[src/rtl/sr_ff_ctrl_pkg.sv]
// Shared definitions for the SR flip-flop command controller.
package sr_ff_ctrl_pkg;

    typedef enum logic [1:0] {
        IDLE   = 2'd0,
        DRIVE  = 2'd1,
        VERIFY = 2'd2
    } state_e;

    localparam int HOLD_CYC_DEF = 2;
    localparam int CNT_W_DEF    = 4;

endpackage

[src/rtl/sr_ff_ctrl_arb.sv]
// Two-requester round-robin grant; the requester not granted last wins a tie.
module sr_arb2
    import sr_ff_ctrl_pkg::*;
(
    input  logic clk,
    input  logic rst_n,
    input  logic en_i,
    input  logic set_req_i,
    input  logic rst_req_i,
    output logic set_gnt_o,
    output logic rst_gnt_o
);

    // 1: set won last, 0: reset won last (reset value, so set wins first tie)
    logic last_set_q, last_set_d;

    always_comb begin
        set_gnt_o  = en_i && set_req_i && (!rst_req_i || !last_set_q);
        rst_gnt_o  = en_i && rst_req_i && (!set_req_i ||  last_set_q);
        last_set_d = last_set_q;
        if (set_gnt_o) begin
            last_set_d = 1'b1;
        end else if (rst_gnt_o) begin
            last_set_d = 1'b0;
        end
    end

    always_ff @(posedge clk or negedge rst_n) begin
        if (!rst_n) begin
            last_set_q <= 1'b0;
        end else begin
            last_set_q <= last_set_d;
        end
    end

endmodule

[src/rtl/sr_ff_ctrl.sv]
// Sequences set/reset commands onto an external SR flip-flop and verifies q.
module sr_ff_ctrl
    import sr_ff_ctrl_pkg::*;
#(
    parameter int HOLD_CYC = HOLD_CYC_DEF,
    parameter int CNT_W    = CNT_W_DEF
) (
    input  logic clk,
    input  logic rst_n,
    input  logic set_req,
    input  logic rst_req,
    output logic set_gnt,
    output logic rst_gnt,
    output logic s,
    output logic r,
    input  logic q,
    output logic busy,
    output logic done,
    output logic err
);

    localparam logic [CNT_W-1:0] HOLD_LOAD = CNT_W'(HOLD_CYC - 1);

    state_e           state_q, state_d;
    logic [CNT_W-1:0] cnt_q, cnt_d;
    logic             tgt_q, tgt_d;
    logic             s_q, s_d;
    logic             r_q, r_d;
    logic             done_q, done_d;
    logic             err_q, err_d;
    logic             arb_en;

    // Gating with rst_n keeps grants quiet while reset is held.
    assign arb_en = (state_q == IDLE) && rst_n;

    sr_arb2 u_arb (
        .clk       (clk),
        .rst_n     (rst_n),
        .en_i      (arb_en),
        .set_req_i (set_req),
        .rst_req_i (rst_req),
        .set_gnt_o (set_gnt),
        .rst_gnt_o (rst_gnt)
    );

    always_ff @(posedge clk or negedge rst_n) begin
        if (!rst_n) begin
            state_q <= IDLE;
        end else begin
            state_q <= state_d;
        end
    end

    always_comb begin
        state_d = state_q;
        case (state_q)
            IDLE:    if (set_gnt || rst_gnt) state_d = DRIVE;
            DRIVE:   if (cnt_q == '0)        state_d = VERIFY;
            VERIFY:                          state_d = IDLE;
            default:                         state_d = IDLE;
        endcase
    end

    always_comb begin
        cnt_d  = cnt_q;
        tgt_d  = tgt_q;
        s_d    = 1'b0;
        r_d    = 1'b0;
        done_d = 1'b0;
        err_d  = 1'b0;
        case (state_q)
            IDLE: begin
                if (set_gnt || rst_gnt) begin
                    cnt_d = HOLD_LOAD;
                    tgt_d = set_gnt;
                    s_d   = set_gnt;
                    r_d   = rst_gnt;
                end
            end
            DRIVE: begin
                // Drive continues until the counter reaches zero; it never wraps.
                if (cnt_q != '0) begin
                    cnt_d = cnt_q - 1'b1;
                    s_d   = tgt_q;
                    r_d   = !tgt_q;
                end
            end
            VERIFY: begin
                done_d = (q == tgt_q);
                err_d  = (q != tgt_q);
            end
            default: ;
        endcase
    end

    always_ff @(posedge clk or negedge rst_n) begin
        if (!rst_n) begin
            cnt_q  <= '0;
            tgt_q  <= 1'b0;
            s_q    <= 1'b0;
            r_q    <= 1'b0;
            done_q <= 1'b0;
            err_q  <= 1'b0;
        end else begin
            cnt_q  <= cnt_d;
            tgt_q  <= tgt_d;
            s_q    <= s_d;
            r_q    <= r_d;
            done_q <= done_d;
            err_q  <= err_d;
        end
    end

    assign s    = s_q;
    assign r    = r_q;
    assign done = done_q;
    assign err  = err_q;
    assign busy = (state_q != IDLE);

endmodule

[config.mk]
export PLATFORM = sky130hd
export DESIGN_NAME = sr_ff_ctrl
export DESIGN_NICKNAME = d
export VERILOG_FILES = /design/src/rtl/sr_ff_ctrl_pkg.sv /design/src/rtl/sr_ff_ctrl_arb.sv /design/src/rtl/sr_ff_ctrl.sv
export SDC_FILE = /design/constraint.sdc
export NUM_CORES = 1
export LEC_CHECK = 0
export ABC_AREA = 1
export BUFFER_PORTS_ARGS = -buffer_cell sky130_fd_sc_hd__buf_2
export CORE_AREA = 5 5 42 44
export DETAILED_ROUTE_END_ITERATION = 10
export DIE_AREA = 0 0 47 49
export GPL_TIMING_DRIVEN = 0
export PLACE_DENSITY = 0.8
export SYNTH_ARGS = -nofsm -noshare
export SYNTH_HDL_FRONTEND = slang
export SYNTH_SLANG_ARGS = --single-unit
[constraint.sdc]
create_clock -name clk -period 1.34 [get_ports clk]
set_input_delay 0.201 -clock clk [delete_from_list [all_inputs] [get_ports clk]]
set_output_delay 0.201 -clock clk [all_outputs]
set_load 0.005 [all_outputs]
==> results.toml <==
[sta]
max_slew.worst_pin.slew_ns = 0.569
fin_ws_ns = -0.0416
fmax_mhz = 724
hold_violations = 0
finalCriticalPeriod_ns = 1.38
rsz0062_at_grt = "true"
max-slew-margin-rel_pct = 62.0
setup_viol = 2
tns_ns = -0.0657
slew_viol_final = 0
skew_ns = 0.00540
hold_ws_ns = 0.259
post-route-period-util_pct = 103

[clock_network]
clkSinkCount = 12
clk_latency_ns = 0.27
clockRootBuffer = "clkbuf_4"
clk_pin_slew_worst_paths_ns = 0.07
htree_levels = 1
cts_buffer_depth = 2
cts_tree = "built"
cts_made_buffers = 3

[global_routing]
antenna_found_initial = 0
grt_pass1_vias = 514
grt_max_degree = 13
overflow = 0
busiest_layer = "met2"
grt_usage_pct = 13.6
gr-usage-met1_pct = 16.0
met3_usage_pct = 3.69
grt_pass1_wl_mm = 2.29
globalRouteMet2Util_pct = 22.2

[worst_setup_path]
critPathKind = "flip-flop to output pin"
arrival_ns = 1.18
worstPathMaxFanout = 4
cp_common_cell = "nor2_4"
critPathSlowestCell = "dfrtp_1"
cp-start-kind = "flip-flop"
end_kind = "output pin"
worstPathCellList = "nor2_4 -> nand2_4 -> nor2_4 -> buf_2"
critPathMaxStageDelay_ns = 0.41
worstPathRequired_ns = 1.14

[die]
dieArea_mm2 = 0.00230
die_x_um = 47
rows = 14
die_h_um = 49
ioPinCount = 12
start_util_pct = 47.0
coreArea_mm2 = 0.00140

[yosys]
synth_top_area_share_pct = 45.6
synth_seq_area_share_pct = 45.6
synth_top_area_cell = "dfrtp_1"
yosysUniqueCellTypes = 18
postSynthCellCount = 69
syn-cell-area_um2 = 658
synth_seq_cells = 12
yosysWarnings = 0
synthTopCellsByArea = "dfrtp_1 46%, nand2_4 8.6%, nor2_4 8.6%"
syn-mean-instance-area_um2 = 9.54
syn_nets = 76

[routing]
drtAntennaViolNets = 0
wl_per_cell_um = 13.3
drc = 0
viasPerCell = 4.88
drt_pre_antenna_iters = 4
drtIter0Drc = 12
vias = 532
finalWirelength_mm = 1.45

[cells_and_area]
multi_input_area_um2 = 330
regArea_um2 = 302
final_common_cell = "nand2_1"
fillers = 134
syn_to_final_growth_pct = 28.1
insertedDiodeCount = 0
fin_cells = 109
layout-drive-gt1-share_pct = 44.1
design_area_um2 = 843
mostFrequentLayoutCells = "13 x nand2_1, 11 x dfrtp_1, 10 x buf_2"
nets = 102

[placed_design]
io_buffers = 11
dpl.cell_count = 96
placed_area_um2 = 733
place_congestion = 0.888
hpwlAfterDp_um = 908

[worst_hold_path]
hold_class = "primary input to flip-flop"

[outcome]
outcome = "complete, but fails checks"
violations = "setup timing"

[power]
peakVddDrop_uv = 1240
leakage_nw = 0.463
powerDensity_mw_per_mm2 = 2220

[run]
drv_cap = 0
## synth_stat cells
cell type / number
nand2_1: 14
dfrtp_1: 12
nor2_1: 7
inv_1: 6
nand2_4: 5
nand3_1: 5
nor2_4: 5
a21oi_1: 3
ha_1: 2
inv_2: 2
and3_2: 1
nand3_4: 1
nand4_2: 1
nor2_2: 1
nor3_1: 1
o21ai_0: 1
xnor2_1: 1
xor2_1: 1
## kinds of logic after synthesis
kind of cell    after synthesis  share of synthesized area [%]
buf+inv                       8                           4.56
fa+ha+maj                     2                           3.80
compound gates                4                           3.04
flops                        12                           45.6
xor+xnor                      2                           2.66
simple gates                 41                           40.3
## per-layer routing
layer | part of all wire [%] | vias up | wire length (um)
met4 | 2.8 | 0 | 41
met3 | 4.8 | 4 | 69
met1 | 39 | 252 | 564
li1 | - | 267 | -
met5 | 0 | - | 0
met2 | 53 | 9 | 773
## worst max-delay path: cells and delay by family, from the launching register on
kind | cells | cell delay (ns)
flip-flops | 1 | 0.41
AND/OR/NAND/NOR | 3 | 0.37
buffers and inverters | 1 | 0.13
## registers in the layout, summed over array words and instances (netlist names)
register          cells
r                     1
err                   1
cnt_q                 4
state_q               2
s                     1
tgt_q                 1
u_arb.last_set_q      1
done                  1
## repair_timing
item                       4_1_cts  5_1_grt
pin swaps                        2        3
hold buffers                     1        0
buffers inserted                 4        5
gates resized for setup          1        2
setup endpoints to repair        2        3
hold endpoints to repair        12        0
## per-stage QoR
step / power [W] / setup WS [ns] / util, %
finish: 0.00187 / -0.0416 / 60.2
global placement: 0.00140 / 0.153 / 52.3
global route: 0.00204 / -0.0994 / 60.2
detailed placement: 0.00143 / 0.122 / 52.3
floorplan: 0.00124 / 0.239 / -
CTS: 0.00174 / -0.0679 / 56.9
## report_power, final
part	switching (W)	internal, W
Sequential	0.0000949	0.000496
Clock	0.000116	0.000104
Combinational	0.000580	0.000480
## worst paths after layout
kind / from / end / slack, ns / cells past startpoint
max: state_q[0] / rst_gnt / -0.04 / 4
min: q / done / 0.26 / 3
max reg2reg: state_q[0] / cnt_q[0] / 0.07 / 9
min reg2reg: cnt_q[1] / cnt_q[1] / 0.54 / 2
max in group asynchronous: rst_n / state_q[1] / 0.41 / 2
min in group asynchronous: rst_n / err / 0.53 / 2
## cell type report
type / count / share of cell area (%)
sequential: 12 / 35.8
timing repair buffer: 21 / 16.5
inverter: 8 / 3.56
clock buffer: 3 / 2.67
tap: 16 / 2.37
multi-input combinational: 49 / 39.2
No activity file was read; power rests on OpenSTA's default activity.
